## src/rtl/ram_burst_master.sv

```systemverilog
// ============================================================================
// Module      : ram_burst_master
// Description : Burst initiator for a RAM8-style port (registered write,
//               combinational read). Executes 1..2**AW word write or read
//               bursts accepted over a valid/ready command channel. Write
//               words arrive on a stream; read words leave on a registered
//               stream with last-word qualification.
// Revision    : 1.0 - initial release
// ============================================================================
`default_nettype none

module ram_burst_master #(
  parameter int WIDTH = 16,
  parameter int AW    = 3
) (
  input  logic             clk,
  input  logic             rst_n,
  // command channel
  input  logic             cmd_valid_i,
  output logic             cmd_ready_o,
  input  logic             cmd_write_i,
  input  logic [AW-1:0]    cmd_addr_i,
  input  logic [AW-1:0]    cmd_len_i,
  // write data stream
  input  logic             wr_valid_i,
  output logic             wr_ready_o,
  input  logic [WIDTH-1:0] wr_data_i,
  // read data stream
  output logic             rd_valid_o,
  input  logic             rd_ready_i,
  output logic [WIDTH-1:0] rd_data_o,
  output logic             rd_last_o,
  // status
  output logic             busy_o,
  // RAM port
  output logic             ram_load_o,
  output logic [AW-1:0]    ram_address_o,
  output logic [WIDTH-1:0] ram_in_o,
  input  logic [WIDTH-1:0] ram_out_i
);

  typedef enum logic [1:0] {
    ST_IDLE  = 2'd0,
    ST_WRITE = 2'd1,
    ST_READ  = 2'd2
  } state_e;

  state_e             state_q, state_d;
  logic [AW-1:0]      cur_addr_q, cur_addr_d;
  logic [AW-1:0]      remaining_q, remaining_d;
  // Set once the final word of a read burst has been fetched from the RAM;
  // the burst then only waits for that word to be accepted downstream.
  logic               fetched_q, fetched_d;
  logic               rd_valid_q, rd_valid_d;
  logic               rd_last_q, rd_last_d;
  logic [WIDTH-1:0]   rd_data_q, rd_data_d;

  logic               w_rd_accept;
  logic               w_fetch;

  assign w_rd_accept = rd_valid_q & rd_ready_i;
  // A new word may be loaded into the output register whenever it is empty
  // or being drained this cycle, so an unthrottled consumer sees one word
  // per clock.
  assign w_fetch     = (state_q == ST_READ) && !fetched_q && (!rd_valid_q || rd_ready_i);

  // State and datapath registers; reset aborts any burst in flight.
  always_ff @(posedge clk or negedge rst_n) begin
    if (!rst_n) begin
      state_q     <= ST_IDLE;
      cur_addr_q  <= '0;
      remaining_q <= '0;
      fetched_q   <= 1'b0;
      rd_valid_q  <= 1'b0;
      rd_last_q   <= 1'b0;
      rd_data_q   <= '0;
    end else begin
      state_q     <= state_d;
      cur_addr_q  <= cur_addr_d;
      remaining_q <= remaining_d;
      fetched_q   <= fetched_d;
      rd_valid_q  <= rd_valid_d;
      rd_last_q   <= rd_last_d;
      rd_data_q   <= rd_data_d;
    end
  end

  // Next-state logic and per-state handshake outputs.
  always_comb begin
    state_d     = state_q;
    cur_addr_d  = cur_addr_q;
    remaining_d = remaining_q;
    fetched_d   = fetched_q;
    rd_valid_d  = rd_valid_q;
    rd_last_d   = rd_last_q;
    rd_data_d   = rd_data_q;
    cmd_ready_o = 1'b0;
    wr_ready_o  = 1'b0;
    ram_load_o  = 1'b0;

    unique case (state_q)
      ST_IDLE: begin
        cmd_ready_o = 1'b1;
        if (cmd_valid_i) begin
          cur_addr_d  = cmd_addr_i;
          remaining_d = cmd_len_i;
          fetched_d   = 1'b0;
          state_d     = cmd_write_i ? ST_WRITE : ST_READ;
        end
      end

      ST_WRITE: begin
        wr_ready_o = 1'b1;
        // The RAM is written only on a stream handshake, so a stalled
        // producer never causes a spurious write.
        ram_load_o = wr_valid_i;
        if (wr_valid_i) begin
          cur_addr_d = cur_addr_q + AW'(1);
          if (remaining_q == '0) begin
            state_d = ST_IDLE;
          end else begin
            remaining_d = remaining_q - AW'(1);
          end
        end
      end

      ST_READ: begin
        if (w_fetch) begin
          rd_data_d  = ram_out_i;
          rd_valid_d = 1'b1;
          rd_last_d  = (remaining_q == '0);
          cur_addr_d = cur_addr_q + AW'(1);
          if (remaining_q == '0) begin
            fetched_d = 1'b1;
          end else begin
            remaining_d = remaining_q - AW'(1);
          end
        end else if (w_rd_accept) begin
          rd_valid_d = 1'b0;
          rd_last_d  = 1'b0;
        end
        if (w_rd_accept && rd_last_q) begin
          state_d = ST_IDLE;
        end
      end

      default: begin
        state_d = ST_IDLE;
      end
    endcase
  end

  assign busy_o        = (state_q != ST_IDLE);
  assign ram_address_o = cur_addr_q;
  assign ram_in_o      = wr_data_i;
  assign rd_valid_o    = rd_valid_q;
  assign rd_last_o     = rd_last_q;
  assign rd_data_o     = rd_data_q;

endmodule

`default_nettype wire
```

## config.mk

```make
export PLATFORM = sky130hd
export DESIGN_NAME = ram_burst_master
export DESIGN_NICKNAME = d
export VERILOG_FILES = /design/src/rtl/ram_burst_master.sv
export SDC_FILE = /design/constraint.sdc
export NUM_CORES = 1
export LEC_CHECK = 0
export ABC_AREA = 1
export CAP_MARGIN = 15
export CORE_MARGIN = 1.5
export CORE_UTILIZATION = 33
export CTS_CLUSTER_SIZE = 30
export DETAILED_ROUTE_END_ITERATION = 6
export GPL_TIMING_DRIVEN = 0
export PLACE_DENSITY = 0.71
export SYNTH_ARGS = -nofsm -noshare
export SYNTH_HDL_FRONTEND = slang
export SYNTH_SLANG_ARGS = --single-unit
```

## constraint.sdc

```tcl
create_clock -name clk -period 3.05 [get_ports clk]
set_input_delay 0.61 -clock clk [delete_from_list [all_inputs] [get_ports clk]]
set_output_delay 0.61 -clock clk [all_outputs]
set_load 0.02 [all_outputs]
```

## Word-level counts from Yosys, hierarchy flattened

Index checks and enable logic that the tools add are counted.

| storage, ports and cells | value |
|---|---|
| flip-flop bits (word level) | 27 |
| bits of input ports | 44 |
| output and inout bits | 41 |
| logic and storage cells | 60 |

| cells by class | value |
|---|---|
| $add $sub $neg | 2 |
| eq/ne operators | 8 |
| muxes and demuxes | 25 |
| bitwise logic cells | 1 |
| reductions and logical operators | 17 |

Operator list:

| cell | count |
|---|---|
| two-way mux 3 bit | 7 |
| one-hot mux 3 bit (3 select lines) | 2 |
| AND reduction 4 bit | 3 |
| two-way mux 2 bit | 5 |
| two-way mux 1 bit | 9 |
| != test 2 bit, second input constant | 4 |
| one-hot mux 2 bit (3 select lines) | 1 |
| nonzero test 2 bit | 3 |
| != test 2 x 1 -> 1 bit, second input constant | 2 |
| AND reduction 2 bit | 2 |
| adder 3 x 1 -> 3 bit, second input constant | 1 |
| logical AND 1 bit | 3 |
| logical NOT 3 bit | 1 |
| nonzero test 3 bit | 1 |
| subtractor 3 x 1 -> 3 bit, second input constant | 1 |
| equality test 2 x 1 -> 1 bit, second input constant | 1 |
| equality test 2 bit, second input constant | 1 |
| logical NOT 1 bit | 2 |
| logical NOT 2 bit | 1 |
| one-hot mux 1 bit (2 select lines) | 1 |
| AND 1 bit | 1 |
| logical OR 1 bit | 1 |

## Logic depth before layout (Yosys ltp)

| logic depth | value |
|---|---|
| word-level depth | 5 |
| mapped depth | 9 |
| depth with buffers taken out | 9 |

## Worst setup path after synthesis

Ideal clock, no wire load.

| path | value |
|---|---|
| path kind | reg-to-output |
| start point | reg state_q[1] |
| end point | out ram_load_o |
| arrival time | 990 ps |
| slack | 1450 ps |
| cell stages (with the launch flop) | 5 |
| buffers on the path | 0 |
| path through | dfrtp_1 inv_1 ha_1 nand2_1 inv_1 |

| between the ends | value |
|---|---|
| word-level cells in the longest chain between the ends | 2 |

Ends and longest elaborated chain:

| item | RTL line | RTL |
|---|---|---|
| from (decl) | 48 | `state_e state_q, state_d;` |
| from (signal assigned) | 78 | `state_q <= state_d;` |
| equality test 2 x 1 -> 1 bit | 101 | `unique case (state_q)` |
| two-way mux 1 bit | 101 |  |
| to (decl) | 36 | `output logic ram_load_o,` |

No other way between the ends.

## Final worst setup path

| path | value |
|---|---|
| start point | in wr_valid_i |
| end point | out ram_load_o |

| between the ends | value |
|---|---|
| word-level cells in the longest chain between the ends | 1 |

Ends and longest elaborated chain:

| item | RTL line | RTL |
|---|---|---|
| from (decl) | 25 | `input logic wr_valid_i,` |
| two-way mux 1 bit | 101 |  |

No other way between the ends.

==> metrics <==
Initial DRT Pass Iterations 4; Max-cap violations 0; Clock Tree Buf Depth 2; drc violations 0; Net count, final 310; vias per cell 4.47; Routed wire per std cell 11.1 um; area of the multi-input gates 591 um^2; unrepaired setup endpoints after global routing no; placed insts 306; Worst setup SP type input pin; Pins Over Slew Limit 0; Storage cell area 676 um^2; GR Util All Layers 14.2%; Die Ht 69.7 um; Compound-Gate Fraction of Synth Area 2.90%; Synth Area in XOR/XNOR 0%; clk_lat worst skew 270 ps; Final setup viols 0; top post-synthesis cells by count 74 x nand2_1, 27 x dfrtp_1, 25 x nand3_1, 16 x buf_4, 12 x inv_1; R2R cell count 9; core area 4320 um^2; clock root buffer clkbuf_8; Reg clk slew, reported paths 90 ps; DR iter-0 viols 52; hold buffers post-CTS 0; share of layout cells above drive strength 1 10.1%; largest net degree at the start of global routing 15; mean post-synth cell area 7.93 um^2; max_slew headroom 54.3%; adder-cell share of the synthesized area 5.97%; fin crit period 2390 ps; fin cells 310; Pwr Total 0.00207 W; gr ovfl total 0; TNS Setup 0 ps; wl on met1 1.51 mm; first-pass GRT wire length 5.55 mm; Post-Syn Area 1470 um^2; fmax 419 MHz; GPL Wtd Cong 0.711; peak supply drop 0.000438 V; post-synth top area share 46.0%; count leader, synth nand2_1; met2 wire len 1.66 mm; final worst-path cycle share 78.2%; largest family of logic cells by synthesized area simple AND/OR/NAND/NOR gates; CTS H-tree depth 1; top cells by area, synth dfrtp_1 46%, nand2_1 19%, nand3_1 8.5%; P&R area growth vs syn 54.9%; initial antenna violation count 0; Initial Util 33.9%; via count 1,385; CTS tree done; vias in the first global route 1,286; CP required 2440 ps; I/O pin count 85; hold path depth 2; Final ANT Viol Nets 0; Fin. Hold Viols 0; CTS sink cnt 27; Die Area 4860 um^2; Layout fillers 436; TritonCTS Buffers 3; Post-Route WL 3.44 mm; top_reg_cell synth dfrtp_1; Synth Net Count 236; Pwr Density 912 nW/um^2; Seq cells post-synth 27; Simple-Gate Fraction of Synth Area 31.4%; Worst Path Max Fanout 2; post-DP HPWL 2.70 mm; site row count 24; min-delay worst type reg2reg; post_cts resized 0; post-synth cell types 17; top routing layer in use met4; Async SR Flop Fraction 100%; Cells after Synth 185; top cell type by total area after synthesis dfrtp_1; Crit. End Element output port; Util after Layout 52.6%; Worst Setup Path Type in2out; mux share of post-synthesis cell area 0%; die width 69.7 um; Setup Buffers After CTS 0; outcome complete, no violations; Post-synth EDFFs 0; Seq/Total Area, Yosys 46.0%; Worst Skew 5.58 ps; diode count 0; routed wl met3 244 um; worst slew pin tran 684 ps; synth warn 0; leakage 1.14 nW; crit path DAT 1780 ps; port bufs 68
path summary, 6_finish.rpt:
| check | start | endpoint | slack, ps |
|---|---|---|---|
| max | wr_valid_i | ram_load_o | 660 |
| min | rd_data_o[7]$_DFFE_PN0P_ | rd_data_o[7]$_DFFE_PN0P_ | 480 |
| max reg2reg | state_q[0]$_DFFE_PN0P_ | ram_address_o[2]$_DFFE_PN0P_ | 1270 |
| min reg2reg | rd_data_o[7]$_DFFE_PN0P_ | rd_data_o[7]$_DFFE_PN0P_ | 480 |
| max in group asynchronous | rst_n | rd_data_o[4]$_DFFE_PN0P_ | 1770 |
| min in group asynchronous | rst_n | rd_data_o[5]$_DFFE_PN0P_ | 750 |
layout by cell type, fill, tap and decap left out, drive strengths merged:
cell,instances
clkdlybuf4s50,68
clkinv,1
ha,7
buf,21
nor2,8
nand3,25
dfrtp,27
inv,12
nand2,75
a21oi,1
o21ai,6
o31ai,1
nand4,1
clkbuf,4
nand3b,1
registers in the layout, indices dropped and copies added (netlist names):
register       cells
fetched_q          1
ram_address_o      3
rd_data_o         16
rd_last_o          1
rd_valid_o         1
remaining_q        3
state_q            2
cell families (layout without fill, tap and decap cells):
kind of cell,after synthesis,in the layout
AND/OR/NAND/NOR,110,110
buffers and inverters,33,106
flip-flops,27,27
AO/OA/AOI/OAI,8,8
adder cells (fa/ha/maj),7,7
power by group:
group          internal [W]  switching [W]
logic              0.000545       0.000695
clock network     0.0000935       0.000107
registers          0.000526       0.000106
worst max-delay path, cell delays in order:
cell,delay (ps)
clkdlybuf4s50_1,480
nand2_1,50
inv_1,40
clkdlybuf4s50_1,590
per-stage QoR:
step / setup slack, ps / instance area [um^2] / hold WS, ps
floorplan: 1450 / 1470 / 314
global placement: 672 / 2210 / 453
detailed placement: 662 / 2230 / 459
CTS: 661 / 2270 / 483
global route: 577 / 2270 / 491
finish: 664 / 2270 / 475
metal layers:
metal | global-route usage (%) | vias to the layer above
met3 | 4.65 | 4
met2 | 24.3 | 47
li1 | - | 715
met1 | 17.0 | 619
met5 | 0 | -
met4 | 4.27 | 0
cell type report:
| cell class | instances | share of cell area (%) |
|---|---|---|
| flip-flops and latches | 27 | 29.7 |
| plain buffers | 20 | 6.71 |
| repair buffers | 69 | 30.6 |
| multi-input cells | 125 | 26.0 |
| clock buffers | 4 | 1.98 |
| well taps | 52 | 2.86 |
| inverters | 13 | 2.15 |
Note: power is estimated with default switching activity, not from simulation.
==> edit 1 (config.mk and constraints unchanged) <==
Encoding of `state_e`: now one-hot (3 bits for 3 states).
--- a/src/rtl/ram_burst_master.sv
+++ b/src/rtl/ram_burst_master.sv
@@ -40,8 +40,8 @@
 );
 
-  typedef enum logic [1:0] {
-    ST_IDLE  = 2'd0,
-    ST_WRITE = 2'd1,
-    ST_READ  = 2'd2
+  typedef enum logic [2:0] {
+    ST_IDLE  = 3'b001,
+    ST_WRITE = 3'b010,
+    ST_READ  = 3'b100
   } state_e;
 
Function: no difference found for any inputs over 10 cycles, from zero or initial values and one cycle with rst_n low; not proved beyond that.
==> edit 1 against the original RTL <==
- die area rose by 4.8%
- power rose by 4.7%
- largest power group unchanged
- routed wire length down 3.5%
- sequential cell count up 1
- sequential share of layout area fell by 0.30 points
- synthesized area grew 5.0%
- clock power increased by 45%
- setup slack worse by 0.057 ns
- first-iteration DRC count up 63%
- via count decreased by 0.36%
- final area grew 5.0%
==> edit 1: results (changes against the original RTL) <==
* Outcome: completed (unchanged)
* Sequential power share at 29.7% (was 30.5%)
* Power Clock at 0.000290 W (was 0.000200 W)
* Synth Net Count at 233 (was 236)
* Drt total wl at 3320 um (was 3440 um)
* WL met1 at 1500 um (was 1510 um)
* Largest cells by area after synthesis: dfrtp_1 44%, nand2_1 16%, nand3_1 8.8% (was dfrtp_1 46%, nand2_1 19%, nand3_1 8.5%)
* Synthesized instance count at 186 (was 185)
* Register-to-register setup slack at 1.57 ns (was 1.27 ns)
* Reg-to-reg endpoint: remaining_q[1] (was ram_address_o[2])
* Hold EP: rd_data_o[14] (was rd_data_o[7])
* Routed len/inst at 10.7 um (was 11.1 um)
* Period minus WS final at 2.44 ns (was 2.39 ns)
* Vias in the first global route at 1,328 (was 1,286)
* Final nets at 307 (was 310)
* Min-Delay Startpoint: rd_data_o[14] (was rd_data_o[7])
* Overall Global Routing Usage at 13.7% (was 14.2%)
* VDD IR-drop max at 0.000367 V (was 0.000438 V)
* DP HPWL at 2620 um (was 2700 um)
* Worst r2r path cells at 7 (was 9)
* P_leak at 1.22 nW (was 1.14 nW)
* Routed via count at 1,380 (was 1,385)
* DRT iter0 DRCs at 85 (was 52)
* Unique masters post-synth at 26 (was 17)
* Gp weighted congestion at 0.778 (was 0.711)
edit 1: changes by cell type in the layout (fill, tap and decap cells not counted), sizes merged, moves of 2 or more:
cell / delta
inv: +6
ha: -4
nand2: -4
nand3: +3
nor2: -3
buf: -2
o22ai: +2
edit 1: final cells by class:
class | instances | area, um^2
Buffer | 19 | 136
Clock buffer | 3 | 41.3
Clock inverter | 1 | 30.0
Fill cell | 445 | 2030
Inverter | 18 | 72.6
Multi-Input combinational cell | 121 | 631
Sequential cell | 28 | 702
Tap cell | 52 | 65.1
Timing Repair Buffer | 69 | 708
edit 1: per-stage QoR:
step | instance area [um^2] | hold WS, ns
6_report | 2390 | 0.475
5_1_grt | 2390 | 0.509
4_1_cts | 2390 | 0.482
3_5_place_dp | 2310 | 0.458
3_3_place_gp | 2290 | 0.453
2_1_floorplan | 1540 | 0.314
edit 1: layer usage:
layer	vias to the layer above	track usage (%)
li1	720	-
met1	606	17.9
met2	52	22.5
met3	2	4.22
met4	0	3.14
met5	-	0
==> edit 2 (same flow settings) <==
Made on the original files. The parameter `WIDTH` goes from 16 to 12.
--- a/src/rtl/ram_burst_master.sv
+++ b/src/rtl/ram_burst_master.sv
@@ -11,5 +11,5 @@
 
 module ram_burst_master #(
-  parameter int WIDTH = 16,
+  parameter int WIDTH = 12,
   parameter int AW    = 3
 ) (
Interface: changed (resized ram_in_o, ram_out_i, rd_data_o and wr_data_i); port bits go from 85 to 69. No check against the original RTL was run, so the function may have changed too.
==> edit 2 against the original RTL <==
- cell count fell by 12%
- highest routed layer unchanged
- clock power fell by 2%
- setup slack improved by 0.011 ns
- synthesized area fell by 12%
- power fell by 11%
- non-clock buffer count fell by 17
- final area fell by 13%
- largest cell class unchanged
- global-route usage fell by 0.26 points
- sequential cell count fell by 4
- critical path type unchanged
- sequential power fell by 15%
- clock skew fell by 0.0040 ns
- count of clock-buffer cells in the layout fell by 1
- routed wire length fell by 16%
==> edit 2: results (changes against the original RTL) <==
* Outcome: completed (unchanged)
* Synth Net Count at 207 (was 236)
* Reg-to-reg endpoint: remaining_q[1] (was ram_address_o[2])
* # port buffers at 56 (was 68)
* H-tree levels at 1 (unchanged)
* Commonest cells post-synth: 63 x nand2_1, 23 x dfrtp_1, 23 x nand3_1 (was 74 x nand2_1, 27 x dfrtp_1, 25 x nand3_1)
* Vias in the first global route at 1,088 (was 1,286)
* Final nets at 269 (was 310)
* DRT iter0 DRCs at 45 (was 52)
* Min-delay worst type: register to register (unchanged)
* Hold EP: rd_data_o[0] (was rd_data_o[7])
* Overall Global Routing Usage at 13.9% (was 14.2%)
* Register-to-register setup slack at 1.45 ns (was 1.27 ns)
* DP HPWL at 2200 um (was 2700 um)
* Min-Delay Startpoint: rd_data_o[0] (was rd_data_o[7])
* Drt total wl at 2910 um (was 3440 um)
* Ratio of cells with drive above 1 in the final layout at 12.0% (was 10.1%)
* Resized cells post-CTS at 0 (unchanged)
* First-pass GRT wire length at 4640 um (was 5550 um)
* ANT cells at 0 (unchanged)
* Reg2Reg Launch Point: remaining_q[0] (was state_q[0])
* Synth Area in Adders at 6.78% (was 5.97%)
* Fillcell total at 363 (was 436)
* WHS at 0.475 ns (about the same)
* Register area share after synthesis at 44.6% (was 46.0%)
* Slowest library cell on the worst path: clkdlybuf4s50_1 (unchanged)
* Skew final at 0.00153 ns (was 0.00558 ns)
* Sw frac at 44.7% (was 43.8%)
* Unique masters post-synth at 17 (unchanged)
* VDD IR-drop max at 0.000413 V (was 0.000438 V)
* Gp weighted congestion at 0.795 (was 0.711)
* Post-synthesis compound-gate area fraction at 2.91% (was 2.90%)
* CTS Buf Count at 3 (unchanged)
* Pin count of the biggest net entering global routing at 24 (was 15)
* Largest cells by area after synthesis: dfrtp_1 45%, nand2_1 18%, nand3_1 8.9% (was dfrtp_1 46%, nand2_1 19%, nand3_1 8.5%)
* Via/cell ratio at 4.45 (was 4.47)
* P_leak at 1.00 nW (was 1.14 nW)
* Worst rel slew slack at 72.1% (was 54.3%)
* Max FFs per register at 12 (was 16)
* WHS Path Cells at 2 (unchanged)
## edit 2: layer usage
metal / vias up / global-route usage, % / wire, um
li1: 628 / - / -
met1: 547 / 18.7 / 1350
met2: 38 / 22.7 / 1380
met3: 2 / 2.40 / 142
met4: 0 / 4.69 / 32
met5: - / 0 / 0
## edit 2: per-stage QoR
step	setup WS (ns)	instances	area (um^2)	total power, W	utilization, %
2_1_floorplan	1.45	164	1290	0.00123	-
3_3_place_gp	0.670	268	1910	0.00163	51.4
3_5_place_dp	0.670	268	1910	0.00166	51.4
4_1_cts	0.668	272	1960	0.00185	52.7
5_1_grt	0.622	273	1990	0.00200	53.4
6_report	0.674	273	1990	0.00184	53.4
## edit 2: final cells by class
type                            count  area, um^2  share of cell area [%]
Timing Repair Buffer               57         588                    29.6
Sequential cell                    23         576                    29.0
Multi-Input combinational cell    113         559                    28.2
Buffer                             15         108                    5.42
Tap cell                           48        60.1                    3.02
Inverter                           13        48.8                    2.46
Clock buffer                        3        41.3                    2.08
Clock inverter                      1        5.00                   0.252
## edit 2: kinds of logic after synthesis
group                    after synthesis
adder cells (fa/ha/maj)                7
AO/OA/AOI/OAI                          7
buffers and inverters                 28
AND/OR/NAND/NOR                       99
flip-flops                            23
## edit 2: worst register-to-register path: stages, from the launching register on
cell	delay, ns
dfrtp_1	0.37
inv_1	0.05
ha_1	0.19
ha_1	0.23
nand2_1	0.08
o21ai_0	0.07
nor2_1	0.26
nand2_2	0.12
nand2_1	0.08
nand2_1	0.04
## edit 2: power by group through the flow
stage               clock, W  combinational (W)  sequential (W)
finish              0.000196            0.00110        0.000540
global route        0.000213            0.00123        0.000557
CTS                 0.000201            0.00111        0.000541
detailed placement         0            0.00111        0.000546
global placement           0            0.00109        0.000544
floorplan                  0           0.000561        0.000666
